`src/rtl/game_pkg.sv`:
```
// Shared difficulty encodings for the HEX4 difficulty path.
package game_pkg;

  localparam int unsigned DIFF_W = 3;

  typedef logic [DIFF_W-1:0] diff_t;

  localparam diff_t DIFF_EASY  = 3'b001;
  localparam diff_t DIFF_MED   = 3'b010;
  localparam diff_t DIFF_HARD  = 3'b100;
  localparam diff_t DIFF_RESET = DIFF_EASY;

  // Highest pressed key wins; only meaningful when at least one press bit is set.
  function automatic diff_t diff_from_press(input logic [DIFF_W-1:0] press);
    if (press[2]) return DIFF_HARD;
    if (press[1]) return DIFF_MED;
    return DIFF_EASY;
  endfunction

endpackage

```
`src/rtl/key_debounce.sv`:
```
// Single pushbutton: two-flop synchroniser, stability counter and a
// one-cycle press pulse on the debounced released->pressed transition.
module key_debounce #(
  parameter int unsigned DEBOUNCE_CYCLES = 500000,
  parameter int unsigned CNT_W           = $clog2(DEBOUNCE_CYCLES + 1)
) (
  input  logic clk,
  input  logic reset,
  input  logic key_n,
  output logic press
);

  logic             sync1;
  logic             sync2;
  logic             stable;
  logic             stable_q;
  logic [CNT_W-1:0] cnt;

  always_ff @(posedge clk) begin
    if (reset) begin
      sync1    <= 1'b1;
      sync2    <= 1'b1;
      stable   <= 1'b1;
      stable_q <= 1'b1;
      cnt      <= '0;
    end else begin
      sync1    <= key_n;
      sync2    <= sync1;
      stable_q <= stable;
      // Any sample agreeing with the stable state restarts the stability window.
      if (sync2 == stable) begin
        cnt <= '0;
      end else if (cnt == CNT_W'(DEBOUNCE_CYCLES - 1)) begin
        stable <= sync2;
        cnt    <= '0;
      end else begin
        cnt <= cnt + CNT_W'(1);
      end
    end
  end

  assign press = ~stable & stable_q;

endmodule

```
`src/rtl/diff_select.sv`:
```
// Latched one-hot difficulty selection from KEY[3:1]; presses are only
// honoured while the game is idle (lock low).
module diff_select
  import game_pkg::*;
#(
  parameter int unsigned DEBOUNCE_CYCLES = 500000,
  parameter int unsigned CNT_W           = $clog2(DEBOUNCE_CYCLES + 1)
) (
  input  logic              clk,
  input  logic              reset,
  input  logic [DIFF_W-1:0] key_n,
  input  logic              lock,
  output logic [DIFF_W-1:0] diff,
  output logic              diff_changed
);

  logic [DIFF_W-1:0] press;
  diff_t             diff_next;
  logic              take;

  key_debounce #(
    .DEBOUNCE_CYCLES(DEBOUNCE_CYCLES),
    .CNT_W          (CNT_W)
  ) u_key[DIFF_W-1:0] (
    .clk  (clk),
    .reset(reset),
    .key_n(key_n),
    .press(press)
  );

  always_comb begin
    diff_next = diff_from_press(press);
    take      = (|press) & ~lock;
  end

  // Press events arriving while locked are dropped, never queued.
  always_ff @(posedge clk) begin
    if (reset) begin
      diff         <= DIFF_RESET;
      diff_changed <= 1'b0;
    end else begin
      diff_changed <= 1'b0;
      if (take) begin
        diff         <= diff_next;
        diff_changed <= (diff_next != diff);
      end
    end
  end

  a_diff_onehot: assert property (@(posedge clk) disable iff (reset) $onehot(diff));

endmodule

```
`config.mk`:
```
export PLATFORM = sky130hd
export DESIGN_NAME = diff_select
export DESIGN_NICKNAME = d
export VERILOG_FILES = /design/src/rtl/game_pkg.sv /design/src/rtl/key_debounce.sv /design/src/rtl/diff_select.sv
export SDC_FILE = /design/constraint.sdc
export NUM_CORES = 1
export LEC_CHECK = 0
export CAP_MARGIN = 20
export CORE_MARGIN = 2
export CORE_UTILIZATION = 45
export DETAILED_ROUTE_END_ITERATION = 16
export SLEW_MARGIN = 10
export SYNTH_ARGS = -nofsm -noshare
export SYNTH_HDL_FRONTEND = slang
export SYNTH_SLANG_ARGS = --single-unit
```
`constraint.sdc`:
```
create_clock -name clk -period 2.55 [get_ports clk]
set_input_delay 0.51 -clock clk [delete_from_list [all_inputs] [get_ports clk]]
set_output_delay 0.51 -clock clk [all_outputs]
set_load 0.05 [all_outputs]
```
==> flow_summary_export.csv <==
group,metric,value,unit
sta,final-hold-violation-count,0,
place,routabilityCongestion,0.8095,
floorplanning,core_region_area,0.006832,sq mm
synthesis,synth-seq-cells,73,
worst_setup_path,critical_path_buf_inv_count,1,
power,power_density,555.6,mW/mm^2
worst_setup_path,critPathMaxFanout,5,
global_routing,grt_antenna_before_repair,0,
worst_setup_path,worst_path_max_delay_cell,"sky130_fd_sc_hd__clkdlybuf4s50_1",
synthesis,synth.lib_cells_used.distinct,42,
routing,totalWireLength,5690,um
sta,final-max-slew-violation-count,0,
floorplanning,die_x,88.04,um
outcome,outcome,"complete, no violations",
sta,relSlewSlack,55.24,%
cells_and_area,area_delta_synth_final,11.93,%
cts,cts_hold_buffers,0,
cells_and_area,fill_cells,696,
routing,vias_per_cell,5.139,
global_routing,grt_pass1_wl,9984,um
cells_and_area,finish.utilization,52.07,%
cts,clock_insertion_delay_at_the_later_pin_of_the_skew_report,0.34,ns
flow_run,maxCapViolCount,0,
worst_setup_path,r2r_setup_slack,0.52,ns
routing,avg_wl_per_cell,11.98,um
sta,worst_slew_pin_slew,0.6710,ns
sta,setup-violations-final,0,
synthesis,synthFlopType,"sky130_fd_sc_hd__dfxtp_1",
sta,clock_skew,0.006340,ns
power,vdd_drop_max,290.8,uV
floorplanning,top_level_ports,10,
global_routing,grt_pass1_vias,2242,
routing,drt_pre_antenna_iters,4,
worst_setup_path,worstSetupStartpointType,"flop",
worst_setup_path,timing.critical_path.to_type,"output pin",
cts,cts_root_buffer,"sky130_fd_sc_hd__clkbuf_8",
cts,number_of_buffers_on_the_longest_clock_path,2,
sta,setup_repair_after_global_routing_missed_its_margin,"false",
worst_setup_path,timing.critical_path.arrival,1.55,ns
cells_and_area,antenna_cells,0,
synthesis,post_synth_xor_area_fraction,13.23,%
sta,fin_crit_sh,80.85,%
place,dp_hpwl,4014,um
routing,drt-initial-drc-count,54,
synthesis,synth_sequential_area_ratio,45.98,%
synthesis,async_flop_share,0,%
synthesis,synth_compound_gate_area_share,4.134,%
sta,fin_tns_setup,0,ns
global_routing,grt.overflow.total,0,
cts,clock-sinks,73,
worst_setup_path,critical-path-max-stage-delay,0.83,ns
routing,drc_errors,0,
routing,detailroute.via_count,2441,
sta,fmax,485.0,MHz
worst_setup_path,critical_path.top_delay_family,"buffers and inverters",
cells_and_area,finish.net_count,383,
place,port-buffer-count,9,
cts,post-cts-setup-buffer-count,0,
synthesis,synth_simple_gate_area_share,32.32,%
synthesis,syn-num-nets,366,
cts,cts.htree.levels,3,
synthesis,fraction_of_the_mapped_netlist_area_in_adder_cells,1.181,%
synthesis,largest_family_of_logic_cells_by_synthesized_area,"simple AND/OR/NAND/NOR gates",
floorplanning,die_area,0.007750,sq mm
global_routing,groute.usage.overall,16.34,%
cts,cts_tree,"done",
floorplanning,placementRows,30,
floorplanning,initial_core_utilization,46.52,%
worst_setup_path,cp.required,2.04,ns
worst_setup_path,cp_cell_sequence,"clkdlybuf4s50_1",
floorplanning,die_h,88.04,um
synthesis,syn_inst,357,
synthesis,synthesis.yosys.warnings,0,
global_routing,grt_start_max_net_pins,18,
routing,postRouteAntennaNets,0,
synthesis,syn_area,0.003178,sq mm
synthesis,synth-edff-count,0,
sta,layout_min_cycle_time,2.062,ns
worst_hold_path,holdCritPathClass,"reg2reg",
synthesis,avgSynthCellArea,8.902,sq um
cts,clkSlewWorstSetupHoldPaths,0.07,ns
cells_and_area,post_route_cells_drive_above_1_share,8.971,%
synthesis,synthMuxAreaShare,0.6299,%
cts,cts_bufs_inserted,9,
worst_setup_path,timing_worst_setup_path_type,"reg2out",
cts,cts_repair_resize_count,0,
power,power.leakage,1.032,nW
## placed cells by master (no fill, tap or decap), drive strengths merged, types with 4 or more instances in the layout
cell type / n
nor4: 19
xnor2: 36
nor3: 12
inv: 14
xor2: 12
dfxtp: 73
a21oi: 7
clkdlybuf4s50: 9
or2: 11
clkbuf: 13
nor2: 64
nor2b: 4
nand4: 15
nand2: 14
or4: 5
o21ai: 6
or3: 4
nand3: 25
## path summary, 6_finish.rpt
check | cells past startpoint | to | start
max | 1 | diff[2] | diff[2]
min | 1 | u_key[0].sync2 | u_key[0].sync1
max reg2reg | 5 | u_key[2].cnt[16] | u_key[2].cnt[0]
min reg2reg | 1 | u_key[0].sync2 | u_key[0].sync1
## logic make-up after synthesis
family,count (synthesis)
AO/OA/AOI/OAI,21
XOR/XNOR,48
multiplexers,2
AND/OR/NAND/NOR,190
adder cells (fa/ha/maj),3
buffers and inverters,20
flip-flops,73
## flip-flops by register name, indices dropped and copies added, names as in the netlist
| name | cells |
|---|---|
| u_key.cnt | 57 |
| diff | 3 |
| u_key.stable | 3 |
| u_key.stable_q | 3 |
| u_key.sync1 | 3 |
| u_key.sync2 | 3 |
| diff_changed | 1 |
## where the power goes
part           total [mW]  switching (mW)  leakage [nW]  internal [mW]
logic              0.0307          0.0157         0.349         0.0150
registers            1.15         0.00324         0.590           1.15
clock network       0.797           0.395        0.0932          0.402
## synth_stat cells, types with 7 or more instances
library cell | number | share of area [%]
sky130_fd_sc_hd__dfxtp_1 | 73 | 46
sky130_fd_sc_hd__nor2_1 | 64 | 7.6
sky130_fd_sc_hd__xnor2_1 | 36 | 9.9
sky130_fd_sc_hd__nand3_1 | 25 | 3.9
sky130_fd_sc_hd__nor4_1 | 17 | 3.3
sky130_fd_sc_hd__inv_1 | 14 | 1.7
sky130_fd_sc_hd__nand2_1 | 14 | 1.7
sky130_fd_sc_hd__nand4_1 | 13 | 2.6
sky130_fd_sc_hd__nor3_1 | 12 | 1.9
sky130_fd_sc_hd__xor2_1 | 12 | 3.3
sky130_fd_sc_hd__or2_2 | 10 | 2.0
sky130_fd_sc_hd__a21oi_1 | 7 | 1.1
## layer usage
layer | vias to the layer above | GRT usage, % | share of wire, %
met5 | - | 0 | 0
met4 | 0 | 5.510 | 1.1
met3 | 6 | 6.692 | 3.2
met2 | 23 | 25.48 | 46
met1 | 1128 | 20.60 | 50
li1 | 1284 | - | -
## metrics by stage
| stage | cell area [sq um] | instances | hold slack (ns) | setup slack (ns) | power, mW |
|---|---|---|---|---|---|
| 6_report | 3557 | 475 | 0.4119 | 0.4882 | 1.976 |
| 5_1_grt | 3557 | 475 | 0.4206 | 0.3226 | 2.061 |
| 4_1_cts | 3557 | 475 | 0.4125 | 0.4601 | 2.014 |
| 3_5_place_dp | 3383 | 459 | 0.3989 | 0.4627 | 1.206 |
| 3_3_place_gp | 3383 | 459 | 0.3917 | 0.5006 | 1.206 |
| 2_1_floorplan | 3178 | 357 | 0.3895 | 0.7689 | 1.192 |
## final cells by class
class                      instances  area [sq um]  share of cell area (%)
inverter                          14         52.55                   1.477
clock inverter                     3         15.01                  0.4221
tap                               96         120.1                   3.377
clock buffer                      13         158.9                   4.467
multi-input combinational        264          1637                   46.01
sequential                        73          1461                   41.08
timing repair buffer              12         112.6                   3.166
(Power assumes the default switching activity.)
